### config.mk
export PLATFORM = sky130hd
export DESIGN_NAME = receptor_teclado
export DESIGN_NICKNAME = d
export VERILOG_FILES = /design/src/rtl/receptor_teclado.sv
export SDC_FILE = /design/constraint.sdc
export NUM_CORES = 1
export LEC_CHECK = 0
export BUFFER_PORTS_ARGS = -buffer_cell sky130_fd_sc_hd__buf_2
export CORE_ASPECT_RATIO = 0.7
export CORE_MARGIN = 2
export CORE_UTILIZATION = 57
export CTS_CLUSTER_SIZE = 16
export DETAILED_ROUTE_END_ITERATION = 7
export PLACE_DENSITY = 0.74
export SKIP_CTS_REPAIR_TIMING = 1
export SLEW_MARGIN = 20
export SYNTH_ARGS = -nofsm -noshare
export SYNTH_HDL_FRONTEND = slang
export SYNTH_SLANG_ARGS = --single-unit
### constraint.sdc
create_clock -name clk -period 2.6 [get_ports clk]
set_input_delay 0.39 -clock clk [delete_from_list [all_inputs] [get_ports clk]]
set_output_delay 0.39 -clock clk [all_outputs]
set_load 0.005 [all_outputs]
### src/rtl/receptor_teclado.sv
// receptor_teclado: keyboard receiver.
//
// Synchronizes and deglitches the asynchronous `valido` strobe, latches the key code on
// `teclas`, measures how many synchronized cycles the key stays pressed and, on release,
// queues one event in a small show-ahead FIFO that the consumer drains with `pop`.
//
// Ports:
//   clk        in   single clock, rising edge
//   reset_L    in   asynchronous active-low reset
//   teclas     in   [4:0] key code, meaningful only while `valido` is high
//   valido     in   key-present strobe, asynchronous to `clk`
//   pop        in   remove head entry this cycle (ignored while empty)
//   dato       out  [4:0] head-entry key code (0 while empty)
//   duracion   out  [5:0] head-entry press length, saturating at 63 (0 while empty)
//   vacio      out  FIFO empty
//   lleno      out  FIFO holds PROFUNDIDAD entries
//   desborde   out  sticky: an event was dropped because the FIFO was full
//   presionada out  FSM is in the pressed state
//
// Configuration macro: RECEPTOR_DURACION_EN
//   defined   -> FIFO entries are {code, duration} (11 bits), `duracion` is live.
//   undefined -> FIFO entries hold only the code (5 bits), `duracion` is tied to 0.

module receptor_teclado #(
  parameter int unsigned MIN_PULSO   = 3,  // 1..63
  parameter int unsigned PROFUNDIDAD = 4   // power of 2, >= 2
) (
  input  logic       clk,
  input  logic       reset_L,
  input  logic [4:0] teclas,
  input  logic       valido,
  input  logic       pop,
  output logic [4:0] dato,
  output logic [5:0] duracion,
  output logic       vacio,
  output logic       lleno,
  output logic       desborde,
  output logic       presionada
);

  localparam int unsigned PtrW = $clog2(PROFUNDIDAD);
  localparam int unsigned CntW = PtrW + 1;
  localparam logic [5:0] MinPulso = 6'(MIN_PULSO);
  localparam logic [5:0] CuentaMax = 6'd63;
  localparam logic [CntW-1:0] Prof = CntW'(PROFUNDIDAD);

`ifdef RECEPTOR_DURACION_EN
  localparam int unsigned EntryW = 11;
`else
  localparam int unsigned EntryW = 5;
`endif

  typedef enum logic [1:0] {
    StEspera,
    StFiltro,
    StPresionada
  } estado_e;

  // ---------------------------------------------------------------------------------------
  // Two-flop synchronizer for the asynchronous strobe
  // ---------------------------------------------------------------------------------------
  logic valido_m_q, valido_s_q;

  always_ff @(posedge clk or negedge reset_L) begin
    if (!reset_L) begin
      valido_m_q <= 1'b0;
      valido_s_q <= 1'b0;
    end else begin
      valido_m_q <= valido;
      valido_s_q <= valido_m_q;
    end
  end

  // ---------------------------------------------------------------------------------------
  // Press FSM: filter short pulses, then measure the press and push on release
  // ---------------------------------------------------------------------------------------
  estado_e    estado_q, estado_d;
  logic [4:0] codigo_q, codigo_d;
  logic [5:0] cuenta_q, cuenta_d;
  logic       push;

  always_ff @(posedge clk or negedge reset_L) begin
    if (!reset_L) begin
      estado_q <= StEspera;
      codigo_q <= 5'd0;
      cuenta_q <= 6'd0;
    end else begin
      estado_q <= estado_d;
      codigo_q <= codigo_d;
      cuenta_q <= cuenta_d;
    end
  end

  always_comb begin
    estado_d = estado_q;
    codigo_d = codigo_q;
    cuenta_d = cuenta_q;
    push     = 1'b0;
    unique case (estado_q)
      StEspera: begin
        if (valido_s_q) begin
          estado_d = StFiltro;
          codigo_d = teclas;
          cuenta_d = 6'd1;
        end
      end
      StFiltro: begin
        if (!valido_s_q) begin
          estado_d = StEspera;
        end else if (teclas != codigo_q) begin
          // Code changed while still filtering: restart the qualification window.
          codigo_d = teclas;
          cuenta_d = 6'd1;
        end else begin
          // Cannot overflow: MIN_PULSO <= 63 ends the filter before the counter wraps.
          cuenta_d = cuenta_q + 6'd1;
          if (cuenta_d >= MinPulso) begin
            estado_d = StPresionada;
          end
        end
      end
      StPresionada: begin
        if (valido_s_q) begin
          if (cuenta_q != CuentaMax) begin
            cuenta_d = cuenta_q + 6'd1;
          end
        end else begin
          push     = 1'b1;
          estado_d = StEspera;
        end
      end
      default: estado_d = StEspera;
    endcase
  end

  assign presionada = (estado_q == StPresionada);

  // ---------------------------------------------------------------------------------------
  // Show-ahead FIFO
  // ---------------------------------------------------------------------------------------
  logic [EntryW-1:0] mem_q [PROFUNDIDAD];
  logic [EntryW-1:0] entrada;
  logic [EntryW-1:0] cabeza;
  logic [PtrW-1:0]   wr_ptr_q, wr_ptr_d;
  logic [PtrW-1:0]   rd_ptr_q, rd_ptr_d;
  logic [CntW-1:0]   cnt_q, cnt_d;
  logic              desborde_q, desborde_d;
  logic              pop_ok, push_ok, lleno_int;

`ifdef RECEPTOR_DURACION_EN
  assign entrada = {codigo_q, cuenta_q};
`else
  assign entrada = codigo_q;
`endif

  assign lleno_int = (cnt_q == Prof);

  always_comb begin
    pop_ok     = pop && (cnt_q != '0);
    // A pop in the same cycle frees the slot before the push lands.
    push_ok    = push && (!lleno_int || pop_ok);
    desborde_d = desborde_q | (push && lleno_int && !pop_ok);
    wr_ptr_d   = wr_ptr_q + PtrW'(push_ok);
    rd_ptr_d   = rd_ptr_q + PtrW'(pop_ok);
    cnt_d      = cnt_q + CntW'(push_ok) - CntW'(pop_ok);
  end

  always_ff @(posedge clk or negedge reset_L) begin
    if (!reset_L) begin
      wr_ptr_q   <= '0;
      rd_ptr_q   <= '0;
      cnt_q      <= '0;
      desborde_q <= 1'b0;
    end else begin
      wr_ptr_q   <= wr_ptr_d;
      rd_ptr_q   <= rd_ptr_d;
      cnt_q      <= cnt_d;
      desborde_q <= desborde_d;
    end
  end

  // Storage needs no reset: outputs are masked while the FIFO is empty.
  always_ff @(posedge clk) begin
    if (push_ok) begin
      mem_q[wr_ptr_q] <= entrada;
    end
  end

  assign cabeza   = mem_q[rd_ptr_q];
  assign vacio    = (cnt_q == '0);
  assign lleno    = lleno_int;
  assign desborde = desborde_q;

`ifdef RECEPTOR_DURACION_EN
  assign dato     = vacio ? 5'd0 : cabeza[10:6];
  assign duracion = vacio ? 6'd0 : cabeza[5:0];
`else
  assign dato     = vacio ? 5'd0 : cabeza;
  assign duracion = 6'd0;
`endif

endmodule
==> results.py <==
metrics = {
    "outcome": {
        "status": "finished clean",
    },
    "worst_setup_path": {
        "cp.arrival_ps": 2490,
        "required_ps": 2780,
        "cp_slowest_stage_delay_ps": 380,
        "path_max_fanout": 8,
        "cp_cell_sequence": "inv_1 > ha_1 > inv_1 > nor2_1 > o21ai_0 > o21ai_0 > ha_1 > fa_1 > xnor2_1 > xnor2_1",
        "endpoint_kind": "register",
        "slowest_stage": "dfrtp_1",
        "start_kind": "register",
        "crit_buf_inv": 2,
        "crit_type": "reg -> reg",
        "critical_path.top_delay_family": "adder cells",
    },
    "cells_and_area": {
        "drive_gt1_share_pct": 23.7,
        "final_common_cell": "dfrtp_1",
        "stdcell_count": 240,
        "antenna_cells": 0,
        "area_delta_synth_final_pct": 10.8,
        "final_nets": 208,
        "final_cell_mix": "dfrtp_1 (23), edfxtp_1 (20), buf_2 (17)",
    },
    "sta": {
        "max_freq_mhz": 433,
        "fin_crit_sh_pct": 88.9,
        "rsz0062_at_grt": "false",
        "drv_slew": 0,
        "min_period_ps": 2310,
        "tightest_slew_ps": 577,
        "slew_headroom_pct": 61.5,
        "setup_viol": 0,
        "hold_viol_final": 0,
        "setup_tns_ps": 0,
        "fin_skew_ps": 7.38,
    },
    "synthesis": {
        "syn_avg_cell_area_um2": 12.9,
        "synth_seq_area_share_pct": 55.1,
        "synthAdderAreaFrac_pct": 6.22,
        "async_flop_share_pct": 53.5,
        "synthesis.instances": 165,
        "netlist_area_mm2": 0.00213,
        "synth-simple-area-share_pct": 11.1,
        "synth-edff-count": 20,
        "synthMuxAreaShare_pct": 7.39,
        "yosys_warnings": 0,
        "synth_compound_area_share_pct": 11.8,
        "synth_top_family_by_area": "compound AO/OA/AOI/OAI gates",
        "synth.distinct_cells": 44,
        "ys_ff_latch": 43,
        "synth_ff_type": "dfrtp_1",
        "synthXorXnorAreaFrac_pct": 3.28,
    },
    "route": {
        "drtIter0Drc": 127,
        "wl_um": 3640,
        "wl_per_cell_um": 15.2,
        "ant_nets": 0,
        "via_per_inst": 5.57,
        "vias": 1336,
        "drc": 0,
        "first_pass_iters": 4,
    },
    "die": {
        "io_pins": 24,
        "die_w_um": 77.1,
        "die_area_mm2": 0.00426,
        "core_area_mm2": 0.00356,
        "start_util_pct": 60.0,
        "die_h_um": 55.2,
        "rows": 18,
    },
    "power_and_ir_drop": {
        "powerDensity_mw_per_mm2": 871,
        "seq_power_share_pct": 49.1,
        "p_leak_nw": 1.04,
        "irDropWorstVdd_mv": 0.580,
        "power.internal_mw": 1.39,
        "comb_power_share_pct": 30.3,
        "p_clk_share_pct": 20.6,
        "p_sw_mw": 0.664,
        "sw_frac_of_total_pct": 32.2,
    },
    "flow_run": {
        "maxCapViolations": 0,
    },
    "clock_tree": {
        "htree_levels": 2,
        "clk_root_buffer_cell": "clkbuf_8",
        "cts_sinks": 43,
        "clkLatencyLatePin_ps": 290,
        "numCtsBuffers": 5,
        "cts_max_path_buffers": 2,
        "cts_tree": "built",
        "clkTransAtPathRegs_ps": 80,
    },
    "global_route": {
        "grt_pass1_wl_um": 6130,
        "antenna_found_initial": 0,
        "grt.overflow.total": 0,
        "grt_max_degree": 24,
        "grt_usage_pct": 19.9,
        "grt_pass1_vias": 1233,
    },
    "min_path": {
        "min_path_type": "in -> async",
    },
    "place": {
        "gp_congestion": 0.806,
        "place_inst": 232,
        "dpl.hpwl_um": 2720,
        "place.port_buffers": 17,
    },
}
==> layout make-up <==
| type | instances | area (um2) |
|---|---|---|
| Inverter | 12 | 45.0 |
| Fill cell | 275 | 1190 |
| Sequential cell | 43 | 1180 |
| Multi-Input combinational cell | 106 | 873 |
| Tap cell | 50 | 62.6 |
| Clock inverter | 1 | 5.00 |
| Timing Repair Buffer | 21 | 115 |
| Clock buffer | 7 | 86.3 |
==> per-stage QoR <==
stage	utilization (%)	worst slack [ps]	hold WS, ps	instance area, um2	power, mW
floorplan	-	404	94.4	2150	1.46
global placement	63.9	421	339	2270	1.61
detailed placement	63.9	301	350	2270	1.65
CTS	66.4	272	79.2	2360	2.08
global route	66.4	136	104	2360	2.20
finish	66.4	289	64.9	2360	2.06
==> path summary, 6_finish.rpt <==
check | slack (ps) | endpoint | start | cells past startpoint
worst max-delay path | 290 | cnt_q[2] | estado_q[0] | 10
worst min register to register | 370 | valido_s_q | valido_m_q | 0
min in group clk | 200 | valido_m_q | valido | 1
max in group asynchronous | 2190 | cuenta_q[2] | reset_L | 1
worst max register to register | 290 | cnt_q[2] | estado_q[0] | 10
worst min-delay path | 60 | wr_ptr_q[0] | reset_L | 1
==> power groups by stage <==
stage,Clock [mW],Combinational (mW),Sequential [mW]
final,0.425,0.623,1.01
after global routing,0.475,0.694,1.04
after CTS,0.436,0.630,1.01
after detailed placement,0,0.624,1.03
after global placement,0,0.599,1.01
after floorplan,0,0.514,0.944
==> cells in the mapped netlist (all sizes together), types with 2 or more instances <==
master / count / area, um2
and2b: 2 / 15.0
clkbuf: 2 / 7.51
inv: 12 / 45.0
xnor2: 5 / 43.8
ha: 9 / 113
a21oi: 2 / 10.0
and3: 4 / 25.0
nor3b: 2 / 15.0
mux4: 5 / 113
buf: 7 / 50.0
nor3: 4 / 20.0
nand2: 7 / 28.8
nor2: 9 / 33.8
edfxtp: 20 / 601
a31oi: 2 / 12.5
a22o: 4 / 35.0
a221oi: 3 / 56.3
o31ai: 2 / 15.0
xor2: 3 / 26.3
mux2: 4 / 45.0
nor2b: 8 / 50.1
o21ai: 8 / 40.0
or3: 2 / 17.5
dfrtp: 23 / 576
==> cells by family (layout without fill, tap and decap cells) <==
logic type / after synthesis / count (layout)
flip-flops: 43 / 43
AND/OR/NAND/NOR: 43 / 43
AO/OA/AOI/OAI: 30 / 30
buffers and inverters: 21 / 41
adder cells (fa/ha/maj): 10 / 10
multiplexers: 9 / 9
XOR/XNOR: 8 / 8
other: 1 / 6
==> flip-flops by register name, summed over array words and instances, names as in the netlist, 2 cells and up <==
signal    count
cnt_q         3
codigo_q      5
cuenta_q      6
estado_q      2
mem_q        20
rd_ptr_q      2
wr_ptr_q      2
==> layer usage <==
metal,vias up,wire [um],global-route usage [%]
met5,-,0,0
met4,0,46,7.14
met3,8,268,5.52
met2,46,1630,31.3
met1,648,1690,27.4
li1,634,-,-
(Power assumes the default switching activity.)
